**config.mk**
```make
export PLATFORM = sky130hd
export DESIGN_NAME = ram_arbiter_flat
export DESIGN_NICKNAME = d
export VERILOG_FILES = /design/src/rtl/ram_arbiter_if.sv /design/src/rtl/ram_arbiter.sv /design/src/flat_wrapper.sv
export SDC_FILE = /design/constraint.sdc
export NUM_CORES = 1
export LEC_CHECK = 0
export ABC_AREA = 1
export CAP_MARGIN = 10
export CORE_AREA = 2 2 120 122
export CTS_CLUSTER_DIAMETER = 40
export CTS_CLUSTER_SIZE = 24
export DETAILED_ROUTE_END_ITERATION = 12
export DIE_AREA = 0 0 122 124
export SLEW_MARGIN = 20
export SYNTH_ARGS = -nofsm -noshare
export SYNTH_HDL_FRONTEND = slang
export SYNTH_SLANG_ARGS = --single-unit
export TNS_END_PERCENT = 10
```
**constraint.sdc**
```tcl
create_clock -name CLK -period 2.2 [get_ports CLK]
set_clock_uncertainty 0.2 [all_clocks]
set_input_delay 0.44 -clock CLK [delete_from_list [all_inputs] [get_ports CLK]]
set_output_delay 0.44 -clock CLK [all_outputs]
set_load 0.02 [all_outputs]
```
**src/rtl/ram_arbiter_if.sv**
```systemverilog
// rtl/ram_arbiter_if.sv - requester and RAM-side signal bundle for the round-robin RAM arbiter
interface ram_arbiter_if #(
   parameter int NREQ = 2
) ();
   localparam int IW = (NREQ > 2) ? $clog2(NREQ) : 1;

   // requester side
   logic [NREQ-1:0]         req_ren;
   logic [NREQ-1:0]         req_wen;
   logic [NREQ-1:0]         req_lock;
   logic [NREQ-1:0][31:0]   req_addr;
   logic [NREQ-1:0][31:0]   req_store;
   logic [NREQ-1:0]         req_wait;
   logic [NREQ-1:0][31:0]   req_load;
   logic [NREQ-1:0]         req_err;

   // RAM side
   logic                    ramREN;
   logic                    ramWEN;
   logic [31:0]             ramaddr;
   logic [31:0]             ramstore;
   logic [31:0]             ramload;
   logic [1:0]              ramstate;

   // grant status
   logic                    gnt_valid;
   logic [IW-1:0]           gnt_id;

   // arbiter side
   modport master (
      input  req_ren, req_wen, req_lock, req_addr, req_store, ramload, ramstate,
      output req_wait, req_load, req_err, ramREN, ramWEN, ramaddr, ramstore,
             gnt_valid, gnt_id
   );

   // requesters plus RAM model side
   modport slave (
      output req_ren, req_wen, req_lock, req_addr, req_store, ramload, ramstate,
      input  req_wait, req_load, req_err, ramREN, ramWEN, ramaddr, ramstore,
             gnt_valid, gnt_id
   );
endinterface

```
**src/rtl/ram_arbiter.sv**
```systemverilog
// rtl/ram_arbiter.sv - round-robin arbiter sharing one RAM port among NREQ requesters with locked bursts
module ram_arbiter #(
   parameter int NREQ      = 2,
   parameter int MAX_BURST = 2
) (
   input  logic           CLK,
   input  logic           nRST,
   ram_arbiter_if.master  bus
);
   localparam int IW = (NREQ > 2) ? $clog2(NREQ) : 1;
   localparam int CW = (MAX_BURST > 1) ? $clog2(MAX_BURST + 1) : 1;

   localparam logic [1:0] RAM_ACCESS = 2'd2;
   localparam logic [1:0] RAM_ERROR  = 2'd3;

   typedef enum logic [1:0] {IDLE, GRANT, GAP} state_t;

   state_t        state;
   logic [IW-1:0] ptr;
   logic [IW-1:0] gnt;
   logic [CW-1:0] cnt;

   logic [IW-1:0] winner;
   logic          any_req;
   logic          g_active;
   logic          burst_more;

   // round-robin search starting just after the last requester that finished a grant
   always_comb begin
      logic [IW-1:0] idx;
      idx     = '0;
      winner  = '0;
      any_req = 1'b0;
      for (int k = 1; k <= NREQ; k++) begin
         idx = IW'((int'(ptr) + k) % NREQ);
         if (!any_req && (bus.req_ren[idx] || bus.req_wen[idx])) begin
            any_req = 1'b1;
            winner  = idx;
         end
      end
   end

   assign g_active   = bus.req_ren[gnt] | bus.req_wen[gnt];
   assign burst_more = bus.req_lock[gnt] && ((int'(cnt) + 1) < MAX_BURST);

   // grant state machine: pointer only moves when a grant ends, so rotation is fair
   always_ff @(posedge CLK) begin
      if (!nRST) begin
         state <= IDLE;
         ptr   <= IW'(NREQ - 1);
         gnt   <= '0;
         cnt   <= '0;
      end else begin
         case (state)
            IDLE: begin
               if (any_req) begin
                  gnt   <= winner;
                  cnt   <= '0;
                  state <= GRANT;
               end
            end
            GRANT: begin
               if (bus.ramstate == RAM_ERROR) begin
                  ptr   <= gnt;
                  state <= IDLE;
               end else if (bus.ramstate == RAM_ACCESS) begin
                  cnt <= cnt + 1'b1;
                  if (burst_more) begin
                     state <= GAP;
                  end else begin
                     ptr   <= gnt;
                     state <= IDLE;
                  end
               end else if (!g_active) begin
                  ptr   <= gnt;
                  state <= IDLE;
               end
            end
            GAP: begin
               state <= GRANT;
            end
            default: begin
               state <= IDLE;
            end
         endcase
      end
   end

   // RAM port and requester responses follow the granted requester's live inputs
   always_comb begin
      bus.req_wait  = '1;
      bus.req_load  = '0;
      bus.req_err   = '0;
      bus.ramREN    = 1'b0;
      bus.ramWEN    = 1'b0;
      bus.ramaddr   = '0;
      bus.ramstore  = '0;
      bus.gnt_valid = (state != IDLE);
      bus.gnt_id    = gnt;
      if (state == GRANT) begin
         bus.ramaddr       = bus.req_addr[gnt];
         bus.ramstore      = bus.req_store[gnt];
         bus.ramWEN        = bus.req_wen[gnt];
         bus.ramREN        = bus.req_ren[gnt] & ~bus.req_wen[gnt];
         bus.req_load[gnt] = bus.ramload;
         bus.req_wait[gnt] = ~((bus.ramstate == RAM_ACCESS) || (bus.ramstate == RAM_ERROR));
         bus.req_err[gnt]  = (bus.ramstate == RAM_ERROR);
      end
   end
endmodule

```
**src/flat_wrapper.sv**
```systemverilog
// flat-port wrapper written by rule: the top's interface ports become plain ports
module ram_arbiter_flat 
#(
   parameter int NREQ      = 2,
   parameter int MAX_BURST = 2
)
  (CLK, nRST, bus_req_ren, bus_req_wen, bus_req_lock, bus_req_addr, bus_req_store, bus_ramload, bus_ramstate, bus_req_wait, bus_req_load, bus_req_err, bus_ramREN, bus_ramWEN, bus_ramaddr, bus_ramstore, bus_gnt_valid, bus_gnt_id);
  ram_arbiter_if #(.NREQ(NREQ)) bus_i ();
  input  logic CLK;
  input  logic nRST;
  input wire logic [$bits(bus_i.req_ren)-1:0] bus_req_ren;
  input wire logic [$bits(bus_i.req_wen)-1:0] bus_req_wen;
  input wire logic [$bits(bus_i.req_lock)-1:0] bus_req_lock;
  input wire logic [$bits(bus_i.req_addr)-1:0] bus_req_addr;
  input wire logic [$bits(bus_i.req_store)-1:0] bus_req_store;
  input wire logic [$bits(bus_i.ramload)-1:0] bus_ramload;
  input wire logic [$bits(bus_i.ramstate)-1:0] bus_ramstate;
  output wire logic [$bits(bus_i.req_wait)-1:0] bus_req_wait;
  output wire logic [$bits(bus_i.req_load)-1:0] bus_req_load;
  output wire logic [$bits(bus_i.req_err)-1:0] bus_req_err;
  output wire logic [$bits(bus_i.ramREN)-1:0] bus_ramREN;
  output wire logic [$bits(bus_i.ramWEN)-1:0] bus_ramWEN;
  output wire logic [$bits(bus_i.ramaddr)-1:0] bus_ramaddr;
  output wire logic [$bits(bus_i.ramstore)-1:0] bus_ramstore;
  output wire logic [$bits(bus_i.gnt_valid)-1:0] bus_gnt_valid;
  output wire logic [$bits(bus_i.gnt_id)-1:0] bus_gnt_id;
  assign bus_i.req_ren = bus_req_ren;
  assign bus_i.req_wen = bus_req_wen;
  assign bus_i.req_lock = bus_req_lock;
  assign bus_i.req_addr = bus_req_addr;
  assign bus_i.req_store = bus_req_store;
  assign bus_i.ramload = bus_ramload;
  assign bus_i.ramstate = bus_ramstate;
  assign bus_req_wait = bus_i.req_wait;
  assign bus_req_load = bus_i.req_load;
  assign bus_req_err = bus_i.req_err;
  assign bus_ramREN = bus_i.ramREN;
  assign bus_ramWEN = bus_i.ramWEN;
  assign bus_ramaddr = bus_i.ramaddr;
  assign bus_ramstore = bus_i.ramstore;
  assign bus_gnt_valid = bus_i.gnt_valid;
  assign bus_gnt_id = bus_i.gnt_id;
  ram_arbiter #(.NREQ(NREQ), .MAX_BURST(MAX_BURST)) u_core (.CLK(CLK), .nRST(nRST), .bus(bus_i));
endmodule
```
; ---- After elaboration in Yosys (flattened, before gate mapping)
; Cells that the tools add are included.
[word_totals]
input_bits = 170
output_inout_bits = 136
wordCells = 92
regBits = 6
[classes]
n_bitwise = 8
order_cmp = 5
add_sub_neg = 4
n_eq_ne = 10
mux = 47
reduce_logical = 14
[ops]
columns = cell, n
row1 = $mux W32, 7
row2 = $and A64 B64 Y64, 1
row3 = $mux W64, 1
row4 = $demux W32 S1, 1
row5 = $lt A32 B3 Y1 const B, 1
row6 = $mux W1, 25
row7 = $mux W2, 10
row8 = $eq A2 B2 Y1 const B, 3
row9 = $lt A1 B2 Y1 const B, 3
row10 = $ne A3 B3 Y1 const B, 2
row11 = $pmux W2 S3, 1
row12 = $ne A2 B1 Y1 const B, 2
row13 = $ne A4 B4 Y1 const B, 1
row14 = $pmux W2 S2, 1
row15 = $reduce_and A2 Y1, 2
row16 = $reduce_and A4 Y1, 1
row17 = $reduce_bool A2 Y1, 2
row18 = $add A2 B1 Y3 const B, 1
row19 = $logic_and A1 B1 Y1, 3
row20 = $logic_or A1 B1 Y1, 3
row21 = $reduce_and A3 Y1, 1
row22 = $add A1 B1 Y1 const B, 2
row23 = $add A2 B1 Y2 const B, 1
row24 = $and A2 B2 Y2, 1
row25 = 11 further kinds, 12

; ---- Depth between registers and ports, before layout
; Gate-level depths: netlist (run 1).
[logic_depth]
word_depth = 10
mapped_depth = 8
depth_no_buf = 8

; ---- Least setup slack after synthesis (run 1)
; Ideal clock, no wire load.
[synth_path]
path_type = register to output
from = register u_core.gnt, in the netlist u_core.bus.gnt_id
to = output bus_req_err[1]
stages_incl_launch_ff = 7
t_arrival_ns = 1.391
path_slack_ns = 0.169
t_required_ns = 1.560
n_path_buf = 2
path_cell_list = dfxtp_1 inv_2 nor2_4 buf_6 buf_6 nand2_2 nor2_2
[synth_via]
elab_chain_len = 6
[synth_lines]
columns = item, line
row1 = from (decl), ram_arbiter.sv:20  ; logic [IW-1:0] gnt;
row2 = from (signal assigned), ram_arbiter.sv:57  ; gnt <= winner;
row3 = $lt A1 B2 Y1 (not written as such) / $ge A1 B1 Y1 (equally long branches), ram_arbiter.sv:107  ; bus.req_err[gnt] = (bus.ramstate == RAM_ERROR);
row4 = $logic_and A1 B1 Y1 (not written as such), ram_arbiter.sv:107
row5 = $mux W1 (not written as such), ram_arbiter.sv:107
row6 = $demux W1 S1 (*), --
row7 = $and A2 B2 Y2 (no source line) (*), --
row8 = $mux W2 (*), ram_arbiter.sv:100  ; if (state == GRANT) begin
row9 = to (decl), flat_wrapper.sv:20  ; output wire logic [$bits(bus_i.req_err)-1:0] bus_req_err;
; Mark *: on every way between the ends. The rest lies on a longest branch, timed or not.

; ---- Worst setup path after layout (run 1)
[layout_path]
from = register u_core.state[1]
to = output bus_req_load[45]
[layout_via]
elab_chain_len = 2
[layout_lines]
columns = item, line
row1 = from (decl), ram_arbiter.sv:18  ; state_t state;
row2 = from (signal assigned), ram_arbiter.sv:49  ; state <= IDLE;
row3 = from (signal assigned), ram_arbiter.sv:59  ; state <= GRANT;
row4 = from (signal assigned), ram_arbiter.sv:65  ; state <= IDLE;
row5 = $eq A2 B1 Y1, ram_arbiter.sv:100
row6 = $mux W64, ram_arbiter.sv:100
row7 = to (decl), flat_wrapper.sv:19  ; output wire logic [$bits(bus_i.req_load)-1:0] bus_req_load;
; No other way between the ends.

==> out/qor.yml, run 1 <==
area_delta_synth_final_pct: 201.4
tightest_slew_ns: 0.2714
antenna_found_initial: 0
synth.distinct_cells: 19
ant_nets: 0
routed_wl_um: 11340
grtUsageTotal: 0.1312
ys_ff_latch: 6
diodes: 0
top_usage_layer: "met2"
reg2regPathDepth: 9
wl_per_cell_um: 15.24
rsz0062_at_grt: "no"
die_area_mm2: 0.01513
critPathArrivalTime_ns: 1.50
fin_util: 0.3251
synth_common_cells: "nor2_1 (71), a22o_1 (64), inv_1 (46)"
grt_pass1_vias: 3036
yosysMostFrequentCell: "nor2_1"
hold_end: "u_core.ptr"
drt-pass1-iter-count: 6
die_w_um: 122
drive_gt1_frac: 0.3050
min_from: "u_core.ptr"
boundaryPins: 306
r2r_end: "u_core.cnt[0]"
use_met2: 0.2570
drc: 0
path_clk_slew_ns: 0.03
fp.dieH_um: 124
start_util: 0.1079
synth_top_area_cell: "a22o_1"
crit_fanout: 22
r2r_setup_slack_ns: 0.75
num_vias: 2994
p_per_area_mw_per_mm2: 347.7
end_kind: "output pin"
cts_num_sinks: 6
synth-edff-count: 0
setup_viol: 0
clock.fmax_ghz: 0.4679
avgSynthCellArea_um2: 5.827
period_needed_ns: 2.137
min_path_type: "reg -> reg"
globalRoute.totalOverflow: 0
syn_inst: 254
placedCellCount: 736
p_leak_uw: 0.002296
layout.cells.non_filler: 744
drv_cap: 0
core_mm2: 0.01372
yosysTopAreaCellShare: 0.3787
r2r-start: "u_core.state[1]"
synthTopCellsByArea: "a22o_1 (38%), nor2_1 (18%), inv_1 (12%), dfxtp_1 (8.1%), nand2_1 (6.1%)"
max_slew_margin: 0.8191
cp-start-kind: "flop"
crit_type: "reg -> out"
syn_area_mm2: 0.001480
viasPerCell: 4.024
synth_fp_nets: 425
yosysSeqAreaShare: 0.08115
drtIter0Drc: 150
finalHoldViolations: 0
period_share: 0.9715
cp.required_ns: 1.56
insertion_delay_ns: 0.23
cts_inserted_buffers: 3
cts_htree_levels: 1
drv_slew: 0
gp_congestion: 0.7843
cts_root_buffer: "clkbuf_16"
async_reset_ff_frac: 0
dp_hpwl_um: 9103
cts_tree: "done"
met1_usage: 0.1374
grt_start_max_net_pins: 33
grt_pass1_wl_um: 15580
final_nets: 737
ctsLongestPathBuffers: 2
gr-usage-met3: 0.03388
port_buffers: 305
hold_depth: 2
yosys_warnings: 0
row_count: 43
status: "finished, final reports clean"
synthFlopType: "dfxtp_1"
ir_drop_mv: 0.3193
[critical path, cell delays in order (launching register included)]
cell and delay (ns):
dfxtp_2 0.31, inv_2 0.07, nand2_4 0.07, nor2_4 0.08, buf_4 0.15, inv_2 0.07
buf_12 0.15, nor2_1 0.08, clkdlybuf4s15_2 0.27
[metal layers]
metal  share of wire  routed length (um)
met2            0.53                5963
met5               0                   0
met3           0.099                1118
met4           0.018                 206
met1            0.36                4048
[flip-flops by register name, summed over array words and instances (netlist names)]
| register | count |
|---|---|
| u_core.cnt | 2 |
| u_core.ptr | 1 |
| u_core.bus.gnt_id | 1 |
| u_core.state | 2 |
[metrics by stage]
stage               worst slack (ns)  TNS [ns]  area (um2)  power, uW  hold slack [ns]
floorplan                     0.1686         0        1480      625.9           0.2225
global placement             -0.2502    -14.57        4821       1344           0.2627
detailed placement           -0.2543    -15.88        4821       1353           0.2637
CTS                          -0.1629   -0.4449        4762       1599           0.2716
global route                0.001577         0        4461       1642           0.3021
finish                       0.06267         0        4461       1551           0.2635
[where the power goes]
| part | leakage, uW | internal (uW) | switching [uW] |
|---|---|---|---|
| sequential | 0.0000505 | 120 | 5.73 |
| combinational | 0.00221 | 583 | 547 |
| clock | 0.0000370 | 233 | 61.6 |
| total | 0.00230 | 936 | 615 |
[cells by family after synthesis]
| logic type | count (synthesis) | synth area share |
|---|---|---|
| DFF | 6 | 0.08115 |
| AOI/OAI and AO/OA | 70 | 0.3990 |
| adders and majority gates | 1 | 0.008452 |
| and+or+nand+nor | 109 | 0.2967 |
| buffers and inverters | 68 | 0.2147 |
[cell type report]
class | count | area, um2
fill | 1532 | 9259
clock buffer | 3 | 75.07
timing repair buffer | 327 | 2786
sequential | 6 | 123.9
tap | 180 | 225.2
multi-input combinational | 180 | 1070
inverter | 48 | 180.2
[how the worst max path moves through the flow]
stage                                  end  cells past startpoint         startpoint
final                     bus_req_load[45]                      8    u_core.state[1]
after global placement          bus_ramREN                      7     bus_req_wen[0]
after global routing      bus_req_load[45]                      8    u_core.state[1]
after CTS                 bus_ramstore[30]                      7    u_core.state[1]
after floorplan             bus_req_err[1]                      6  u_core.bus.gnt_id
after detailed placement        bus_ramREN                      7     bus_req_wen[0]
[repair_timing]
item                       4_1_cts  5_1_grt
resized for setup              461       63
setup endpoints to repair      133       94
setup buffers                    4        0
pin swaps                        0        1
hold buffers                     0        0
cloned                           2        0
[layout by cell type, fill, tap and decap left out, types with 3 or more instances in the layout]
master,instances
dfxtp_2,3
buf_2,107
nand3_1,7
clkdlybuf4s50_1,171
a21oi_1,4
clkbuf_2,3
buf_4,21
a22o_1,62
clkdlybuf4s15_2,12
dfxtp_1,3
inv_1,45
nor2_1,71
clkbuf_16,3
buf_12,6
buf_6,5
nand2_1,24
inv_2,3
Power figures use the tool's default switching activity.
==> run 2, diff against run 1 <==
--- a/config.mk
+++ b/config.mk
@@ -14,2 +14,3 @@
 export DIE_AREA = 0 0 122 124
+export PLACE_DENSITY = 0.5
 export SLEW_MARGIN = 20
==> constraint.sdc (replaced) <==
create_clock -name CLK -period 2.2 [get_ports CLK]
set_clock_uncertainty 0.2 [all_clocks]
set_input_delay 0.33 -clock CLK [delete_from_list [all_inputs] [get_ports CLK]]
set_output_delay 0.33 -clock CLK [all_outputs]
set_load 0.02 [all_outputs]
==> run 2 against run 1 <==
Sequential cell count did not move; cell count increased by 0.13%; routed wire length fell by 2.0%; critical path type unchanged; highest routed layer unchanged.
==> out/qor.yml, run 2 (same netlist as run 1, synthesis figures left out) <==
status: "finished, final reports clean"
dp_hpwl_um: 9435  # +3.7%
layout_commonest_cell: "clkdlybuf4s50_1"
p_leak_uw: 0.002326  # +1.3%
routed_wl_um: 11110  # -2.0%
drv_slew: 0  # unchanged
gp_congestion: 0.8066  # +2.8%
clock.fmax_ghz: 0.4632  # -1.0%
holdBufCountCts: 0  # unchanged
ir_drop_mv: 0.3798  # +19%
grt_pass1_vias: 2925  # -3.7%
end_kind: "output pin"
drt-pass1-iter-count: 4  # -2
drc: 0  # unchanged
max_slew_margin: 0.8360  # +0.01691
holdWs_ns: 0.2725  # +0.008967 ns
setup_tns_ns: 0  # unchanged
p_per_area_mw_per_mm2: 328.9  # -5.4%
cts_num_sinks: 6  # unchanged
antenna_found_initial: 0  # unchanged
diodes: 0  # unchanged
ctsLongestPathBuffers: 2  # unchanged
fillCellCount: 1484  # -3.1%
fp.dieH_um: 124  # unchanged
die_w_um: 122  # unchanged
cts_tree: "done"
viasPerCell: 3.881  # -3.6%
grtUsageTotal: 0.1266  # -0.004558
cts_htree_levels: 1  # unchanged
drive_gt1_frac: 0.1770  # -0.1280
start_util: 0.1079  # unchanged
drv_cap: 0  # unchanged
num_vias: 2891  # -3.4%
boundaryPins: 306  # unchanged
postPlaceCellArea_mm2: 0.004898  # +1.6%
layout.area.seq_um2: 120.1  # -3.0%
ant_nets: 0  # unchanged
globalRoute.totalOverflow: 0  # unchanged
path_clk_slew_ns: 0.03  # about the same
grt_pass1_wl_um: 15110  # -3.0%
die_area_mm2: 0.01513  # unchanged
fin_area_mm2: 0.004607  # +3.3%
row_count: 43  # unchanged
tightest_slew_ns: 0.2460  # -0.02536 ns
cp.required_ns: 1.67  # +0.11 ns
crit_fanout: 14  # -36%
cp-start-kind: "flop"
setup_viol: 0  # unchanged
period_needed_ns: 2.159  # +0.02166 ns
cts_root_buffer: "clkbuf_16"
multiInputGateArea_mm2: 0.001047  # -2.1%
cts_setup_buffers: 0  # -4
period_share: 0.9814  # +0.009845
cts_inserted_buffers: 3  # unchanged
area_delta_synth_final_pct: 211.2
port_buffers: 305  # unchanged
min_path_type: "reg -> reg"
layout_common_cells: "clkdlybuf4s50_1 (171), nor2_1 (71), a22o_1 (64)"
critPathArrivalTime_ns: 1.63  # +0.13 ns
layout.cells.non_filler: 745  # +0.13%
final_nets: 738  # +0.14%
insertion_delay_ns: 0.23  # about the same
rsz0062_at_grt: "yes"
grt_start_max_net_pins: 41  # +24%
fin_util: 0.3358  # +0.01067
drtIter0Drc: 93  # -38%
placedCellCount: 742  # +0.82%
crit_type: "reg -> out"
wl_per_cell_um: 14.91  # -2.1%
finalHoldViolations: 0  # unchanged
biggestRegsByFlops: "u_core.cnt (2), u_core.state (2)"
core_mm2: 0.01372  # unchanged
-- run 2: through the flow --
| stage | power (uW) | setup slack, ns |
|---|---|---|
| detailed placement | 1367 | -0.1204 |
| floorplan | 625.9 | 0.2786 |
| finish | 1515 | 0.04101 |
| global placement | 1361 | -0.1120 |
| CTS | 1555 | 0.0005731 |
| global route | 1604 | -0.04243 |
-- run 2: power breakdown --
group | switching, uW | internal, uW | leakage [uW]
combinational | 531 | 566 | 0.00224
clock | 60.7 | 233 | 0.0000370
sequential | 4.66 | 119 | 0.0000495
-- run 2: what timing repair did --
| item | 4_1_cts | 5_1_grt |
|---|---|---|
| resized for setup | 163 | 135 |
| setup endpoints to repair | 134 | 100 |
| hold endpoints to repair | 0 | 0 |
-- run 2: area by class of cell --
class	instances	share of cell area
inverter	48	0.04020
multi-input combinational	180	0.2273
tap	180	0.04889
clock buffer	3	0.01630
timing repair buffer	328	0.6412
sequential	6	0.02607
-- run 2: worst paths after layout --
kind              startpoint               end  slack, ns  cells past startpoint
max reg2reg  u_core.state[1]     u_core.cnt[1]       0.73                      9
max          u_core.state[1]  bus_ramstore[21]       0.04                      7
min reg2reg       u_core.ptr        u_core.ptr       0.27                      2
min               u_core.ptr        u_core.ptr       0.27                      2
-- run 2: critical path: stages, from the launching register on --
cell	delay, ns
dfxtp_1	0.30
inv_1	0.08
nand2_2	0.10
nor2_4	0.16
buf_12	0.18
buf_12	0.14
a22o_1	0.13
clkdlybuf4s15_1	0.31
-- run 2: per-layer routing --
| layer | track usage | wire [um] |
|---|---|---|
| met5 | 0 | 0 |
| met4 | 0.02658 | 178 |
| met3 | 0.02106 | 873 |
| met2 | 0.2538 | 5913 |
| met1 | 0.1381 | 4146 |
